===== src/rtl/maxnet_seq_if.sv =====
// Handshake bundle between the Maxnet sequencer and the datapath/host it controls.
// The master modport is the host/datapath side and the slave modport is the sequencer.
interface maxnet_seq_if #(
    parameter int ITER_W = 5
);
    logic              start;
    logic              done;
    logic              mem_en;
    logic              sel_a;
    logic              iter_en;
    logic              result_signal;
    logic              ready;
    logic              busy;
    logic [ITER_W-1:0] iter_count;
    logic              timeout;

    modport master (
        output start, done,
        input  mem_en, sel_a, iter_en, result_signal, ready, busy, iter_count, timeout
    );

    modport slave (
        input  start, done,
        output mem_en, sel_a, iter_en, result_signal, ready, busy, iter_count, timeout
    );
endinterface


===== src/rtl/maxnet_sequencer.sv =====
// Maxnet winner-take-all control: LOAD -> (ITER, CHECK)* -> RESULT.
// Define MAXNET_SEQ_TIMEOUT_EN to end a run after MAX_ITER iterations without convergence.
module maxnet_sequencer #(
    parameter int LOAD_CYCLES = 1,
    parameter int ITER_W      = 5,
    parameter int MAX_ITER    = 31
) (
    input  logic          clk,
    input  logic          rst,
    maxnet_seq_if.slave   bus
);
    localparam int LC_W = (LOAD_CYCLES > 1) ? $clog2(LOAD_CYCLES) : 1;
    localparam logic [LC_W-1:0]   LOAD_LAST = LC_W'(LOAD_CYCLES - 1);
    localparam logic [ITER_W-1:0] CNT_MAX   = '1;
    localparam logic [ITER_W-1:0] ITER_LIM  = ITER_W'(MAX_ITER);
`ifdef MAXNET_SEQ_TIMEOUT_EN
    localparam bit TIMEOUT_EN = 1'b1;
`else
    localparam bit TIMEOUT_EN = 1'b0;
`endif

    typedef enum logic [2:0] {IDLE, LOAD, ITER, CHECK, RESULT} state_t;

    state_t            state_q, state_d;
    logic [LC_W-1:0]   load_cnt_q;
    logic [ITER_W-1:0] iter_cnt_q;
    logic              ready_q;
    logic              timeout_q;
    logic              limit_hit_q;
    logic              at_limit;
    logic              mem_en, sel_a, iter_en, result_strobe;

    assign at_limit = TIMEOUT_EN && (iter_cnt_q == ITER_LIM);

    always_comb begin
        state_d       = state_q;
        mem_en        = 1'b0;
        sel_a         = 1'b0;
        iter_en       = 1'b0;
        result_strobe = 1'b0;
        case (state_q)
            IDLE: begin
                if (bus.start) state_d = LOAD;
            end
            LOAD: begin
                mem_en = 1'b1;
                if (load_cnt_q == LOAD_LAST) state_d = ITER;
            end
            ITER: begin
                sel_a   = 1'b1;
                iter_en = 1'b1;
                state_d = CHECK;
            end
            CHECK: begin
                sel_a = 1'b1;
                // Convergence takes priority over the iteration limit.
                if (bus.done || at_limit) state_d = RESULT;
                else                      state_d = ITER;
            end
            RESULT: begin
                result_strobe = 1'b1;
                state_d       = IDLE;
            end
            default: state_d = IDLE;
        endcase
    end

    always_ff @(posedge clk) begin
        if (rst) begin
            state_q     <= IDLE;
            load_cnt_q  <= '0;
            iter_cnt_q  <= '0;
            ready_q     <= 1'b0;
            timeout_q   <= 1'b0;
            limit_hit_q <= 1'b0;
        end else begin
            state_q <= state_d;
            case (state_q)
                IDLE: begin
                    if (bus.start) begin
                        load_cnt_q  <= '0;
                        iter_cnt_q  <= '0;
                        ready_q     <= 1'b0;
                        timeout_q   <= 1'b0;
                        limit_hit_q <= 1'b0;
                    end
                end
                LOAD:  load_cnt_q <= load_cnt_q + 1'b1;
                ITER: begin
                    if (iter_cnt_q != CNT_MAX) iter_cnt_q <= iter_cnt_q + 1'b1;
                end
                // Remember why the run ended so timeout can rise together with ready.
                CHECK: limit_hit_q <= !bus.done && at_limit;
                RESULT: begin
                    ready_q   <= 1'b1;
                    timeout_q <= limit_hit_q;
                end
                default: ;
            endcase
        end
    end

    assign bus.mem_en        = mem_en;
    assign bus.sel_a         = sel_a;
    assign bus.iter_en       = iter_en;
    assign bus.result_signal = result_strobe;
    assign bus.busy          = (state_q != IDLE);
    assign bus.ready         = ready_q;
    assign bus.timeout       = timeout_q;
    assign bus.iter_count    = iter_cnt_q;
endmodule


===== src/flat_wrapper.sv =====
// flat-port wrapper written by rule: the top's interface ports become plain ports
module maxnet_sequencer_flat 
#(
    parameter int LOAD_CYCLES = 1,
    parameter int ITER_W      = 5,
    parameter int MAX_ITER    = 31
)
  (clk, rst, bus_start, bus_done, bus_mem_en, bus_sel_a, bus_iter_en, bus_result_signal, bus_ready, bus_busy, bus_iter_count, bus_timeout);
  maxnet_seq_if #(.ITER_W(ITER_W)) bus_i ();
  input  logic clk;
  input  logic rst;
  input wire logic [$bits(bus_i.start)-1:0] bus_start;
  input wire logic [$bits(bus_i.done)-1:0] bus_done;
  output wire logic [$bits(bus_i.mem_en)-1:0] bus_mem_en;
  output wire logic [$bits(bus_i.sel_a)-1:0] bus_sel_a;
  output wire logic [$bits(bus_i.iter_en)-1:0] bus_iter_en;
  output wire logic [$bits(bus_i.result_signal)-1:0] bus_result_signal;
  output wire logic [$bits(bus_i.ready)-1:0] bus_ready;
  output wire logic [$bits(bus_i.busy)-1:0] bus_busy;
  output wire logic [$bits(bus_i.iter_count)-1:0] bus_iter_count;
  output wire logic [$bits(bus_i.timeout)-1:0] bus_timeout;
  assign bus_i.start = bus_start;
  assign bus_i.done = bus_done;
  assign bus_mem_en = bus_i.mem_en;
  assign bus_sel_a = bus_i.sel_a;
  assign bus_iter_en = bus_i.iter_en;
  assign bus_result_signal = bus_i.result_signal;
  assign bus_ready = bus_i.ready;
  assign bus_busy = bus_i.busy;
  assign bus_iter_count = bus_i.iter_count;
  assign bus_timeout = bus_i.timeout;
  maxnet_sequencer #(.LOAD_CYCLES(LOAD_CYCLES), .ITER_W(ITER_W), .MAX_ITER(MAX_ITER)) u_core (.clk(clk), .rst(rst), .bus(bus_i));
endmodule

===== config.mk =====
export PLATFORM = sky130hd
export DESIGN_NAME = maxnet_sequencer_flat
export DESIGN_NICKNAME = d
export VERILOG_FILES = /design/src/rtl/maxnet_seq_if.sv /design/src/rtl/maxnet_sequencer.sv /design/src/flat_wrapper.sv
export SDC_FILE = /design/constraint.sdc
export NUM_CORES = 1
export LEC_CHECK = 0
export CAP_MARGIN = 20
export CELL_PAD_IN_SITES_DETAIL_PLACEMENT = 0
export CELL_PAD_IN_SITES_GLOBAL_PLACEMENT = 1
export CORE_MARGIN = 4
export CORE_UTILIZATION = 32
export CTS_CLUSTER_DIAMETER = 120
export DETAILED_ROUTE_END_ITERATION = 7
export PLACE_DENSITY = 0.73
export SKIP_CTS_REPAIR_TIMING = 1
export SYNTH_ARGS = -nofsm -noshare
export SYNTH_HDL_FRONTEND = slang
export SYNTH_SLANG_ARGS = --single-unit

===== constraint.sdc =====
create_clock -name clk -period 2.7 [get_ports clk]
set_input_delay 0.54 -clock clk [delete_from_list [all_inputs] [get_ports clk]]
set_output_delay 0.54 -clock clk [all_outputs]
set_load 0.005 [all_outputs]

==> results.yml <==
synth:
  post-synth-top-count-cell: "dfxtp_1"
  synth_top_area_share_pct: 37.4
  synth_area_um2: 536
  yosysSeqAreaShare_pct: 37.4
  synthArstFlopShare_pct: 0
  synthTopCellsByArea: "dfxtp_1, a21oi_1, ha_1"
  avgSynthCellArea_um2: 8.78
  synthTopCellsByCount: "dfxtp_1, a21oi_1"
  synth_fp_nets: 67
  synth-main-ff-cell: "dfxtp_1"
  synth_edf_count: 0
  synth_top_area_cell: "dfxtp_1"
  synth.distinct_cells: 30
  synth_seq_cells: 10
  yosysWarnings: 0
  syn_inst: 61
grt:
  grt_use_total_pct: 10.9
  grt_overflow: 0
  grt_pass1_vias: 437
  grt_max_degree: 18
  antenna_found_initial: 0
  grt_pass1_wl_um: 2080
floorplanning:
  dieWidth_um: 48.9
  core_mm2: 0.00154
  dieArea_mm2: 0.00239
  die_y_um: 48.9
  io_pins: 16
  start_util_pct: 34.7
  row_count: 14
detailed_routing:
  vias: 497
  drt_pass1_iterations: 4
  wl_per_cell_um: 13.7
  drc_errors: 0
  via_per_inst: 5.58
  totalWireLength_um: 1220
  dr.first_iter.drc_count: 9
  antenna_left: 0
timing:
  hold_ws_ps: 498
  setup_tns_ps: 0
  setup_ws_ps: 455
  skew_ps: 1.45
  setup_viol_count_final: 0
  fmax_mhz: 445
  slew_viol_final: 0
  fin_crit_ps: 2250
  grt_setup_unrepaired: "false"
  finalCritPeriodShare_pct: 83.2
  hold_violations: 0
power:
  max-vdd-ir-drop_uv: 208
  switchingPower_mw: 0.0884
  combPwrFrac_pct: 18.0
  leakagePower_nw: 0.251
  p_per_area_mw_per_mm2: 475
  switching_share_pct: 26.8
  power.share.sequential_pct: 50.7
  p_total_mw: 0.330
  pwr-share-clk_pct: 31.3
  intPower_mw: 0.242
worst_setup_path:
  worstRegToRegCells: 6
  rr_startpoint: "u_core.bus.iter_count[0]$_SDFFE_PP0P_"
  cp_top_family: "buffers and inverters"
  crit_slowest_cell: "clkdlybuf4s50_1"
  startpoint_type: "flip-flop"
  critPathMaxStageDelay_ps: 570
  path_buf_inv: 1
  path_cells: "nor3b_1 > clkdlybuf4s50_1"
  crit_type: "flip-flop to primary output"
  required_ps: 2160
  crit_fanout: 12
  worstSetupEndpointType: "primary output"
  cp.arrival_ps: 1710
  worstSetupPathDepth: 2
  startpoint: "u_core.state_q[0]$_SDFFE_PP0P_"
placement:
  dpl.hpwl_um: 860
  dpl-instance-area_um2: 672
  dp.cells: 86
  numPortBuffers: 14
  pre_cts_slack_ps: 676
  gp_congestion: 0.811
final_layout:
  drive_gt1_share_pct: 8.22
  finalNonFillerCells: 89
  insertedDiodeCount: 0
  fillers: 155
  syn2layout_area_growth_pct: 29.7
  design_area_um2: 694
  final_nets: 81
  fin_util_pct: 45.0
flow_run:
  cap_violations: 0
min_path:
  hp-start: "u_core.bus.ready$_SDFFE_PP0P_"
  worstHoldPathType: "flip-flop to flip-flop"
  holdPathStages: 2
outcome:
  status: "complete, no violations"
cts:
  clk_path_buf_depth: 2
  h-tree-depth: 1
  cts_buffers: 3
  cts_tree: "built"
  cts_root_buffer: "clkbuf_4"
  clk_pin_slew_ps: 60
  clock_sinks: 10
  clk_latency_ps: 260
tightest hold or removal path, stage by stage (launching register included):
cell     delay, ps
dfxtp_1        330
a21oi_1         60
nor2_1          70
layout by cell type, fill, tap and decap left out, drive strengths merged, types with 2 or more instances in the layout:
master / n
o31ai: 3
dfxtp: 10
nor3b: 3
a21oi: 7
nand2b: 2
and2: 2
nor4b: 2
nand3b: 2
or2: 2
ha: 2
clkdlybuf4s50: 14
nand4b: 2
nor3: 2
nor2: 3
or4b: 2
clkbuf: 3
power by group through the flow:
stage	Combinational [mW]	Clock, mW	Sequential [mW]
after floorplan	0.0411	0	0.162
after global placement	0.0600	0	0.170
after detailed placement	0.0600	0	0.171
after CTS	0.0603	0.108	0.167
after global routing	0.0666	0.114	0.169
final	0.0593	0.103	0.167
flip-flops by register name, summed over array words and instances (netlist names):
name	count
u_core.bus.iter_count	5
u_core.state_q	3
u_core.bus.ready	1
u_core.load_cnt_q	1
metal layers:
layer	up-vias	global-route usage [%]	part of all wire [%]
met4	0	2.69	1.1
met3	3	6.42	8.3
met2	16	17.2	44
li1	252	-	-
met5	-	0	0
met1	226	12.5	47
cell families (layout without fill, tap and decap cells):
logic type | after synthesis | in the layout | synth area share [%]
and+or+nand+nor | 29 | 29 | 36.4
buffers and inverters | 5 | 17 | 4.44
AOI/OAI and AO/OA | 14 | 14 | 16.4
adders and majority gates | 2 | 2 | 4.67
other | 1 | 1 | 0.700
DFF | 10 | 10 | 37.4
final cells by class:
type / instances / area [um2] / share of cell area [%]
Multi-Input combinational cell: 46 / 312 / 44.9
Sequential cell: 10 / 200 / 28.8
Timing Repair Buffer: 14 / 140 / 20.2
Clock buffer: 3 / 22.5 / 3.24
Tap cell: 16 / 20.0 / 2.88
final timing paths:
check	to	slack [ps]
max	bus_mem_en	450
min	u_core.bus.ready$_SDFFE_PP0P_	500
max reg2reg	u_core.bus.iter_count[2]$_SDFFE_PP0P_	650
min reg2reg	u_core.bus.ready$_SDFFE_PP0P_	500
(Power assumes the default switching activity.)
